### src/rtl/rr_arbiter4.sv
// rr_arbiter4: four-way round-robin arbiter for a single shared resource.
// A grant is registered (one-hot plus encoded index) and kept until the owner
// reports done, drops its request, or runs into the MAX_HOLD limit. Every
// ownership is followed by one idle cycle in which the next winner is chosen.
module rr_arbiter4 #(
    parameter int MAX_HOLD = 8,
    parameter int HOLD_W   = 4
) (
    input  logic       clk,
    input  logic       rst,
    input  logic [3:0] req,
    input  logic       done,
    output logic [3:0] gnt,
    output logic [1:0] gnt_idx,
    output logic       busy,
    output logic       timeout
);

    typedef enum logic {
        IDLE,
        GRANT
    } state_t;

    // A MAX_HOLD of zero turns the hold limit off entirely.
    localparam bit                LIMIT_EN  = (MAX_HOLD != 0);
    localparam logic [HOLD_W-1:0] HOLD_LAST = HOLD_W'(LIMIT_EN ? MAX_HOLD - 1 : 0);

    state_t            state_q;
    logic [3:0]        gnt_q;
    logic [1:0]        gntIdx_q;
    logic [1:0]        last_q;
    logic              timeout_q;
    logic [HOLD_W-1:0] hold_q;

    logic [1:0]        winnerIdx;
    logic              winnerValid;
    logic [1:0]        candIdx;

    // Rotating priority search: last+1 is checked first and the previous
    // owner last. The loop runs from lowest to highest priority so the final
    // match standing is the winner.
    always_comb begin
        winnerValid = 1'b0;
        winnerIdx   = last_q;
        candIdx     = last_q;
        for (int k = 4; k >= 1; k--) begin
            candIdx = last_q + 2'(k);
            if (req[candIdx]) begin
                winnerValid = 1'b1;
                winnerIdx   = candIdx;
            end
        end
    end

    // Arbitration FSM. Every output comes straight from a register, so req
    // never reaches gnt combinationally. done has priority over the hold
    // limit, so a simultaneous done suppresses the timeout pulse.
    always_ff @(posedge clk) begin
        if (rst) begin
            state_q   <= IDLE;
            gnt_q     <= 4'b0000;
            gntIdx_q  <= 2'd0;
            last_q    <= 2'd3;
            hold_q    <= '0;
            timeout_q <= 1'b0;
        end else begin
            timeout_q <= 1'b0;
            case (state_q)
                IDLE: begin
                    if (winnerValid) begin
                        gnt_q    <= 4'b0001 << winnerIdx;
                        gntIdx_q <= winnerIdx;
                        hold_q   <= '0;
                        state_q  <= GRANT;
                    end
                end
                GRANT: begin
                    if (done || !req[gntIdx_q]) begin
                        gnt_q   <= 4'b0000;
                        last_q  <= gntIdx_q;
                        state_q <= IDLE;
                    end else if (LIMIT_EN && (hold_q == HOLD_LAST)) begin
                        gnt_q     <= 4'b0000;
                        last_q    <= gntIdx_q;
                        timeout_q <= 1'b1;
                        state_q   <= IDLE;
                    end else if (LIMIT_EN) begin
                        hold_q <= hold_q + 1'b1;
                    end
                end
                default: begin
                    gnt_q   <= 4'b0000;
                    state_q <= IDLE;
                end
            endcase
        end
    end

    assign gnt     = gnt_q;
    assign gnt_idx = gntIdx_q;
    assign busy    = |gnt_q;
    assign timeout = timeout_q;

endmodule

### config.mk
export PLATFORM = sky130hd
export DESIGN_NAME = rr_arbiter4
export DESIGN_NICKNAME = d
export VERILOG_FILES = /design/src/rtl/rr_arbiter4.sv
export SDC_FILE = /design/constraint.sdc
export NUM_CORES = 1
export LEC_CHECK = 0
export BUFFER_PORTS_ARGS = -buffer_cell sky130_fd_sc_hd__buf_4
export CAP_MARGIN = 15
export CORE_MARGIN = 4
export CORE_UTILIZATION = 35
export CTS_CLUSTER_DIAMETER = 60
export DETAILED_ROUTE_END_ITERATION = 7
export PLACE_DENSITY_LB_ADDON = 0.1
export SETUP_SLACK_MARGIN = 0.3
export SYNTH_ARGS = -nofsm -noshare
export SYNTH_HDL_FRONTEND = slang
export SYNTH_SLANG_ARGS = --single-unit
### constraint.sdc
create_clock -name clk -period 2.5 [get_ports clk]
set_clock_uncertainty 0.2 [all_clocks]
set_input_delay 0.5 -clock clk [delete_from_list [all_inputs] [get_ports clk]]
set_output_delay 0.5 -clock clk [all_outputs]
set_load 0.02 [all_outputs]
======== Word level (Yosys, flattened, before mapping) ========
Cells that the tools add are included.
cells by class
  add/subtract/negate cells ............... 4
  multipliers ............................. 0
  divide/modulo/power cells ............... 0
  order comparisons ....................... 5
  equal/unequal tests ..................... 5
  shift-type cells ........................ 1
  muxes and demuxes ....................... 32
  bitwise gates (word level) .............. 1
  reduce and logical (&&, ||, !) cells .... 9
operator list
  cell                                                                     number
  4-bit 2-to-1 mux                                                         6
  4-bit case mux with 2 select lines                                       2
  2-bit by 3-bit < comparator with 1-bit output, second input constant     5
  1-bit 2-to-1 mux                                                         13
  1-bit binary-select mux with 2-bit select                                5
  2-bit 2-to-1 mux                                                         5
  2-bit inequality test, second input constant                             3
  2-bit AND reduction                                                      3
  2-bit adder, second input constant                                       2
  4-bit by 1-bit adder with 4-bit output, second input constant            1
  4-bit by 3-bit == test with 1-bit output, second input constant          1
  4-bit OR reduction                                                       1
  1-bit by 2-bit << shifter with 4-bit output, first input constant        1
  3-bit by 1-bit inequality test with 1-bit output, second input constant  1
  3-bit AND reduction                                                      1
  3-bit OR reduction                                                       1
  2-bit by 1-bit adder with 2-bit output, second input constant            1
  1-bit case mux with 2 select lines                                       1
  2-bit nonzero test                                                       1
  1-bit zero test                                                          1
  1-bit logical OR                                                         1
  1-bit NOT                                                                1
word-level totals
  bits in registers ....................... 14
  latch bits .............................. 0
  memory bits (writable) .................. 0
  ROM bits ................................ 0
  input bits .............................. 7
  output and inout bits ................... 8
  word-level logic and storage cells ...... 63
  memories kept ........................... 0

======== Logic depth before layout (Yosys ltp) ========
Gate-level depths: netlist (run 1).
  word-level depth ........................ 9
  depth in mapped cells ................... 5

======== Worst setup path before layout (run 1) ========
OpenSTA, ideal clock, no wires.
  path type ............................... input -> register
  from .................................... input port done
  to ...................................... register hold_q[3]
  library setup time ...................... 0.070 ns
  arrival ................................. 1.582 ns
  slack ................................... 0.648 ns
  stages .................................. 4
  path through ............................ or2_0 o22a_4 or4_1 a21boi_1
on the way
  word-level cells in the longest chain between the ends .. 3
RTL lines
  element                          RTL line  text
  start: declaration               12        input logic done,
  1-bit logical OR                 78        if (done || !req[gntIdx_q]) begin
  2-bit inequality test (no line)  -
  3-bit AND reduction (no line)    -
  end signal: assignment           88        hold_q <= hold_q + 1'b1;
  end: declaration                 33        logic [HOLD_W-1:0] hold_q;
Every way passes these cells.
A chain may end at the register's enable or synchronous reset.

======== Worst setup path in the final report (run 1) ========
  from .................................... input port req[1]
  to ...................................... register gnt_q[2] (netlist: gnt[2])
on the way
  word-level cells in the longest chain between the ends .. 8
RTL lines
  element                                                                                 RTL line  text
  start: declaration                                                                      11        input logic [3:0] req,
  1-bit binary-select mux with 2-bit select                                               48        if (req[candIdx]) begin
  1-bit 2-to-1 mux (implied by the code)                                                  48
  2-bit 2-to-1 mux / 1-bit 2-to-1 mux (equally long branches) (3 in series)               48
  1-bit by 2-bit << shifter with 4-bit output / 1-bit 2-to-1 mux (equally long branches)  71, 48
  4-bit 2-to-1 mux / 2-bit inequality test (equally long branches)                        -
  4-bit case mux with 2 select lines / 2-bit AND reduction (equally long branches)        -
  end signal: assignment                                                                  71        gnt_q <= 4'b0001 << winnerIdx;
  end: declaration                                                                        29        logic [3:0] gnt_q;
Parallel ways exist; a longest one is shown, timed or not. The select of a mux whose other input is x is not followed.

==> impl_results.md, run 1 <==
- #FFs+latches synth: 14
- Area delta synth->final: 22.5%
- Max Fclk: 544 MHz
- First-pass GRT wire length: 2850 µm
- Post-Synthesis Cell Area: 727 µm²
- Fin cells: 129
- Setup tns final: 0 ps
- Final nets: 111
- Post-synth top flop: dfxtp_1
- TritonCTS sink count: 14
- Leading area contributor after synthesis: dfxtp_1
- Max Cap Violations: 0
- Post-synthesis mux area share: 0.0413
- Routed vias/inst: 5.31
- Status: finished, final reports clean
- Chip width: 53.6 µm
- Syn Inst Count: 87
- Reg clk slew, reported paths: 80 ps
- Leakage Power: 0.000350 µW
- Switching share of power: 0.295
- Gr usage total: 0.143
- Final core occ: 0.454
- Pins Over Slew Limit: 0
- Antenna fix cells: 0
- P_sw: 160 µW
- Worst Path Arrival: 1840 ps
- Num ports: 15
- Largest net degree at the start of global routing: 12
- Initial Utilization: 0.371
- Postcts setup bufs: 0
- M2 GR Usage: 0.216
- Gpl congestion: 0.742
- CP max FO: 5
- Crit path largest cell delay: 590 ps
- Most frequent cell after synthesis: dfxtp_1
- Share of cells above drive strength 1: 0.186
- Simple-Gate Fraction of Synth Area: 0.241
- Fillcell total: 219
- Fin crit share: 0.735
- Min-Delay Path Depth: 2
- Worst-Skew Late Latency: 270 ps
- Post-Route WL: 1650 µm
- Drc violations: 0
- Final Hold Viols: 0
- Area of the die: 0.00287 mm²
- Post-DP HPWL: 1280 µm
- Seq/Total Area, Yosys: 0.386
- Drt first pass iters: 4
- Met1 usage: 0.172
- Crit end category: flip-flop
- Post-CTS sizing: 0
- Post-Syn Area per Cell: 8.36 µm²
- Port-buffer cells: 14
- TritonCTS Buffers: 3
- Synth cell count leaders: 14 x dfxtp_1, 9 x nand2_1, 6 x inv_1, 5 x a21oi_1, 5 x o22ai_1
- Critical-path cell list: buf_4 -> or4_1 -> a21oi_1 -> a31oi_1 -> o22ai_1
- Slowest CP cell: or4_1
- Reg-to-reg slack, setup: 700 ps
- Vias in the first global route: 628
- FP Rows: 16
- Post-route ant nets: 0
- Max clock buf depth: 2
- Post-Synth Adder-Cell Area: 0.0172
- Synth Area in XOR/XNOR: 0
- H-tree depth: 1
- R2R cell count: 4
- Maximum VDD drop: 270 µV
- Crit Path Category: input pin to flip-flop
- Warnings from Yosys: 0
- RSZ-0062 raised after global routing: false
- Post-synth cell types: 32
- TritonCTS clock tree: built
- Core Region: 0.00196 mm²
- GRT Max-Usage Layer: met2
- Crit path launch type: input pin
- Worst slew pin tran: 394 ps
- Final setup viols: 0
- Slew margin rel.: 0.735
- Grt ovf: 0
- CTS Root Cell: clkbuf_4
- Most area-consuming cells after synthesis: dfxtp_1 39%, nand2_1 4.6%, o22ai_1 4.3%
- 1st-iter DRT viols: 17
- Routed vias: 685
- Int Pwr: 382 µW
- Syn nets: 95
- Power Density: 608 mW/mm²
- Complex-gate fraction of the synthesized area: 0.269
- Crit path time final: 1840 ps
- Clock power share: 0.293
- Logic pwr share: 0.232
- Area fraction of the dominant cell type after synthesis: 0.386
- Fraction of registers with async set/reset: 0
- Avg WL per Cell: 12.8 µm
- WP data required: 2500 ps
- Die Y: 53.6 µm
- GR Util met3: 0.0554
- Post-synth EDFFs: 0
- Initial antenna violation count: 0
- Placed insts: 125
- Seq pwr share: 0.475
- Main combinational cell family by area after synthesis: compound AO/OA/AOI/OAI gates
- Post-CTS Hold Buffers: 0
- Hold Path Class: input pin to flip-flop
-- final timing paths --
kind,from,endpoint
setup / recovery,req[1],gnt[2]$_SDFFE_PP0P_
hold / removal,rst,state_q$_SDFF_PP0_
setup reg to reg,gnt_idx[1]$_SDFFE_PP0P_,hold_q[3]$_SDFFE_PP0P_
hold reg to reg,hold_q[3]$_SDFFE_PP0P_,hold_q[3]$_SDFFE_PP0P_
-- per-stage QoR --
stage	worst slack, ps	area (µm²)	power, µW	hold slack, ps
floorplan	648	727	342	259
global placement	409	855	389	286
detailed placement	363	855	389	287
CTS	662	891	551	270
global route	533	891	579	266
finish	663	891	542	276
-- layout by cell type, fill, tap and decap left out, types with 3 or more instances in the layout --
cell type,synthesis,routed
nor3_1,4,4
nor2_1,3,3
nand2b_1,3,3
a21oi_1,5,5
mux2i_1,3,3
o22ai_1,5,5
clkbuf_4,0,3
buf_4,0,14
dfxtp_1,14,14
nand2_1,9,9
inv_1,6,6
-- cells by family after synthesis --
kind of cell,after synthesis
adder cells (fa/ha/maj),1
multiplexers,3
AO/OA/AOI/OAI,27
AND/OR/NAND/NOR,33
flip-flops,14
buffers and inverters,9
-- final cells by class --
| type | instances | area, µm² | area share |
|---|---|---|---|
| clock buffer | 4 | 36.3 | 0.0407 |
| inverter | 6 | 22.5 | 0.0253 |
| timing repair buffer | 14 | 105 | 0.118 |
| sequential | 14 | 280 | 0.315 |
| tap | 27 | 33.8 | 0.0379 |
| multi-input combinational | 64 | 413 | 0.463 |
-- sequential cells by signal (all words and copies together), names as in the netlist --
signal / count
state_q: 1
hold_q: 4
gnt: 4
gnt_idx: 2
timeout: 1
last_q: 2
-- power by group through the flow --
stage / clock network [µW] / registers, µW / logic, µW
floorplan: 0 / 264 / 77.5
global placement: 0 / 262 / 127
detailed placement: 0 / 262 / 127
global route: 179 / 261 / 140
finish: 159 / 257 / 126
CTS: 167 / 257 / 127
-- critical path: cells and delay by family --
| kind | cells | cell delay, ps |
|---|---|---|
| AND/OR/NAND/NOR | 1 | 590 |
| AO/OA/AOI/OAI | 3 | 620 |
| buffers and inverters | 1 | 130 |
-- metal layers --
metal	wire [µm]	share of wire	vias up
li1	-	-	360
met1	812	0.49	311
met2	735	0.45	12
met3	81	0.049	2
met4	18	0.011	0
met5	0	0	-
No activity file was read; power rests on OpenSTA's default activity.
==> run 2: changes to the inputs <==
--- a/config.mk
+++ b/config.mk
@@ -5,6 +5,7 @@
 export SDC_FILE = /design/constraint.sdc
 export NUM_CORES = 1
 export LEC_CHECK = 0
+export ABC_AREA = 1
 export BUFFER_PORTS_ARGS = -buffer_cell sky130_fd_sc_hd__buf_4
 export CAP_MARGIN = 15
 export CORE_MARGIN = 4
==> constraint.sdc (replaced) <==
create_clock -name clk -period 1.69 [get_ports clk]
set_clock_uncertainty 0.2 [all_clocks]
set_input_delay 0.338 -clock clk [delete_from_list [all_inputs] [get_ports clk]]
set_output_delay 0.338 -clock clk [all_outputs]
set_load 0.02 [all_outputs]
==> impl_results.md, run 2 <==
- Core Region: 0.00228 mm²
- Sum of buffers and inverters on the critical path: 1
- Post-Route WL: 2550 µm
- Pins Over Slew Limit: 0
- Drt first pass iters: 4
- RSZ-0062 raised after global routing: true
- Crit Reg-Reg Startpoint: last_q[0]$_SDFFE_PP1P_
- Vias in the first global route: 909
- CP max FO: 2
- 1st-iter DRT viols: 10
- Slowest CP cell: or4_4
- Pre-CTS setup slack: 31.3 ps
- Stages on the worst setup path: 2
- Die Y: 57.6 µm
- Worst Hold Launch: rst
- TritonCTS clock tree: built
- Final setup margin: -135 ps
- Post-CTS Hold Buffers: 0
- Num ports: 15
- Leakage Power: 0.000652 µW
- Final setup viols: 1
- Synth cell count leaders: 34 x nand2_1, 15 x inv_1, 14 x dfxtp_1, 14 x nand3_1, 9 x nor2_1
- Syn Inst Count: 130
- Worst-Skew Late Latency: 280 ps
- Seq/Total Area, Yosys: 0.326
- Area occupied by multi-input gates: 703 µm²
- Area of the die: 0.00332 mm²
- Crit path launch type: flip-flop
- First-pass GRT wire length: 4080 µm
- Post-synth EDFFs: 0
- Crit path time final: 1820 ps
- Port-buffer cells: 14
- #FFs+latches synth: 14
- Warnings from Yosys: 0
- TritonCTS sink count: 14
- R2R cell count: 11
- Area delta synth->final: 61.0%
- Post-synth top flop: dfxtp_1
- Post-DP HPWL: 1580 µm
- Gr usage total: 0.156
- Final Hold Viols: 0
- H-tree depth: 1
- Post-Synthesis Cell Area: 861 µm²
- Post-route ant nets: 0
- Avg WL per Cell: 13.7 µm
- FP Rows: 17
- Routed vias: 946
- Fraction of registers with async set/reset: 0
- Max Cap Violations: 0
- Status: finished, violations left
- Max clock buf depth: 2
- Fillcell total: 214
- Area fraction of the dominant cell type after synthesis: 0.326
- Failing checks: negative setup slack
- Most frequent cells in the layout: 21 x nand2_2, 21 x buf_4, 12 x inv_1, 12 x nand2_4
- Share of cells above drive strength 1: 0.639
- Grt ovf: 0
- Worst Path Arrival: 1290 ps
- Routed vias/inst: 5.09
- Fin crit share: 1.08
- Crit end category: output pin
- Power Density: 935 mW/mm²
- Final nets: 167
- Worst slew pin tran: 290 ps
- Reg clk slew, reported paths: 90 ps
- Critical-path cell list: or4_4 -> buf_6
- Crit path largest cell delay: 520 ps
- Hold Path Class: input pin to flip-flop
- Most area-consuming cells after synthesis: dfxtp_1 33%, nand2_1 15%, nand3_1 8.1%
- Final Hold Slack: 79.6 ps
- Reg2Reg Capture Point: gnt[3]$_SDFFE_PP0P_
- Register area: 298 µm²
- WP data required: 1150 ps
- Antenna fix cells: 0
- Final core occ: 0.609
- Reg-to-reg slack, setup: 90 ps
- CTS Root Cell: clkbuf_4
- Cell family with most CP delay: simple AND/OR/NAND/NOR gates
- Initial Utilization: 0.378
- Leading area contributor after synthesis: dfxtp_1
- Initial antenna violation count: 0
- Chip width: 57.6 µm
- Slew margin rel.: 0.806
- TritonCTS Buffers: 3
- Max Fclk: 548 MHz
- Drc violations: 0
- Gpl congestion: 0.829
- Maximum VDD drop: 767 µV
- Tot Pwr: 1300 µW
- Most frequent cell after synthesis: nand2_1
- Hold-critical path endpoint: gnt[3]$_SDFFE_PP0P_
- Min-Delay Path Depth: 2
- Post-synth cell types: 26
- Crit Path Category: flip-flop to output pin
- Post-Syn Area per Cell: 6.62 µm²
- Largest net degree at the start of global routing: 10
- Syn nets: 138
## run 2: changes by cell type after synthesis, sizes merged, moves of 4 or more
cell / previous run / this run
nand2: 9 / 42
nand3: 2 / 17
inv: 6 / 18
nor2: 3 / 10
a21oi: 5 / 10
o22ai: 5 / 0
nor3: 4 / 0
## run 2: power breakdown
part / total (µW) / internal [µW] / switching (µW) / leakage [µW]
clock: 254 / 131 / 122 / 0.0000210
combinational: 623 / 269 / 353 / 0.000514
sequential: 420 / 370 / 50.0 / 0.000117
total: 1300 / 771 / 526 / 0.000652
## run 2: what timing repair did
item | in CTS | in global routing
pin swaps | 22 | 26
setup buffers | 10 | 3
cloned | 0 | 0
endpoints found under the setup margin | 14 | 16
resized for setup | 35 | 37
## run 2: area by class of cell
type / count / area share
Timing Repair Buffer: 28 / 0.171
Multi-Input combinational cell: 94 / 0.507
Tap cell: 28 / 0.0253
Sequential cell: 14 / 0.215
Clock buffer: 4 / 0.0262
Inverter: 18 / 0.0560
## run 2: worst register-to-register path, delay by kind of cell (launching register included)
family	cells	cell delay, ps
AND/OR/NAND/NOR	9	680
flip-flops	1	420
buffers and inverters	1	140
AO/OA/AOI/OAI	1	110
## run 2: stage by stage
| stage | instance area (µm²) | setup TNS, ps | std cells |
|---|---|---|---|
| final | 1390 | -135 | 186 |
| after global routing | 1390 | -160 | 186 |
| after CTS | 1230 | -138 | 183 |
| after detailed placement | 1010 | 0 | 169 |
| after global placement | 1010 | 0 | 169 |
| after floorplan | 890 | 0 | 130 |
## run 2: worst max path at each step
stage	from	endpoint	slack, ps
after global placement	req[1]	hold_q[1]$_SDFFE_PP0P_	40
after floorplan	gnt[3]$_SDFFE_PP0P_	busy	230
after CTS	gnt[0]$_SDFFE_PP0P_	busy	-140
after global routing	gnt[0]$_SDFFE_PP0P_	busy	-160
final	gnt[0]$_SDFFE_PP0P_	busy	-130
after detailed placement	req[1]	hold_q[1]$_SDFFE_PP0P_	30
## run 2: metal layers
metal  wire length, µm  up-vias  GRT usage  part of all wire
li1                  -      478          -                 -
met1              1180      444      0.225              0.46
met2              1240       20      0.235              0.49
met3                96        4     0.0430             0.038
met4                29        0     0.0199             0.011
met5                 0        -          0                 0
## run 2: kinds of logic after synthesis
kind of cell,after synthesis,synth area share
AO/OA/AOI/OAI,17,0.118
XOR/XNOR,1,0.0102
adder cells (fa/ha/maj),1,0.0145
buffers and inverters,22,0.116
flip-flops,14,0.326
AND/OR/NAND/NOR,75,0.416
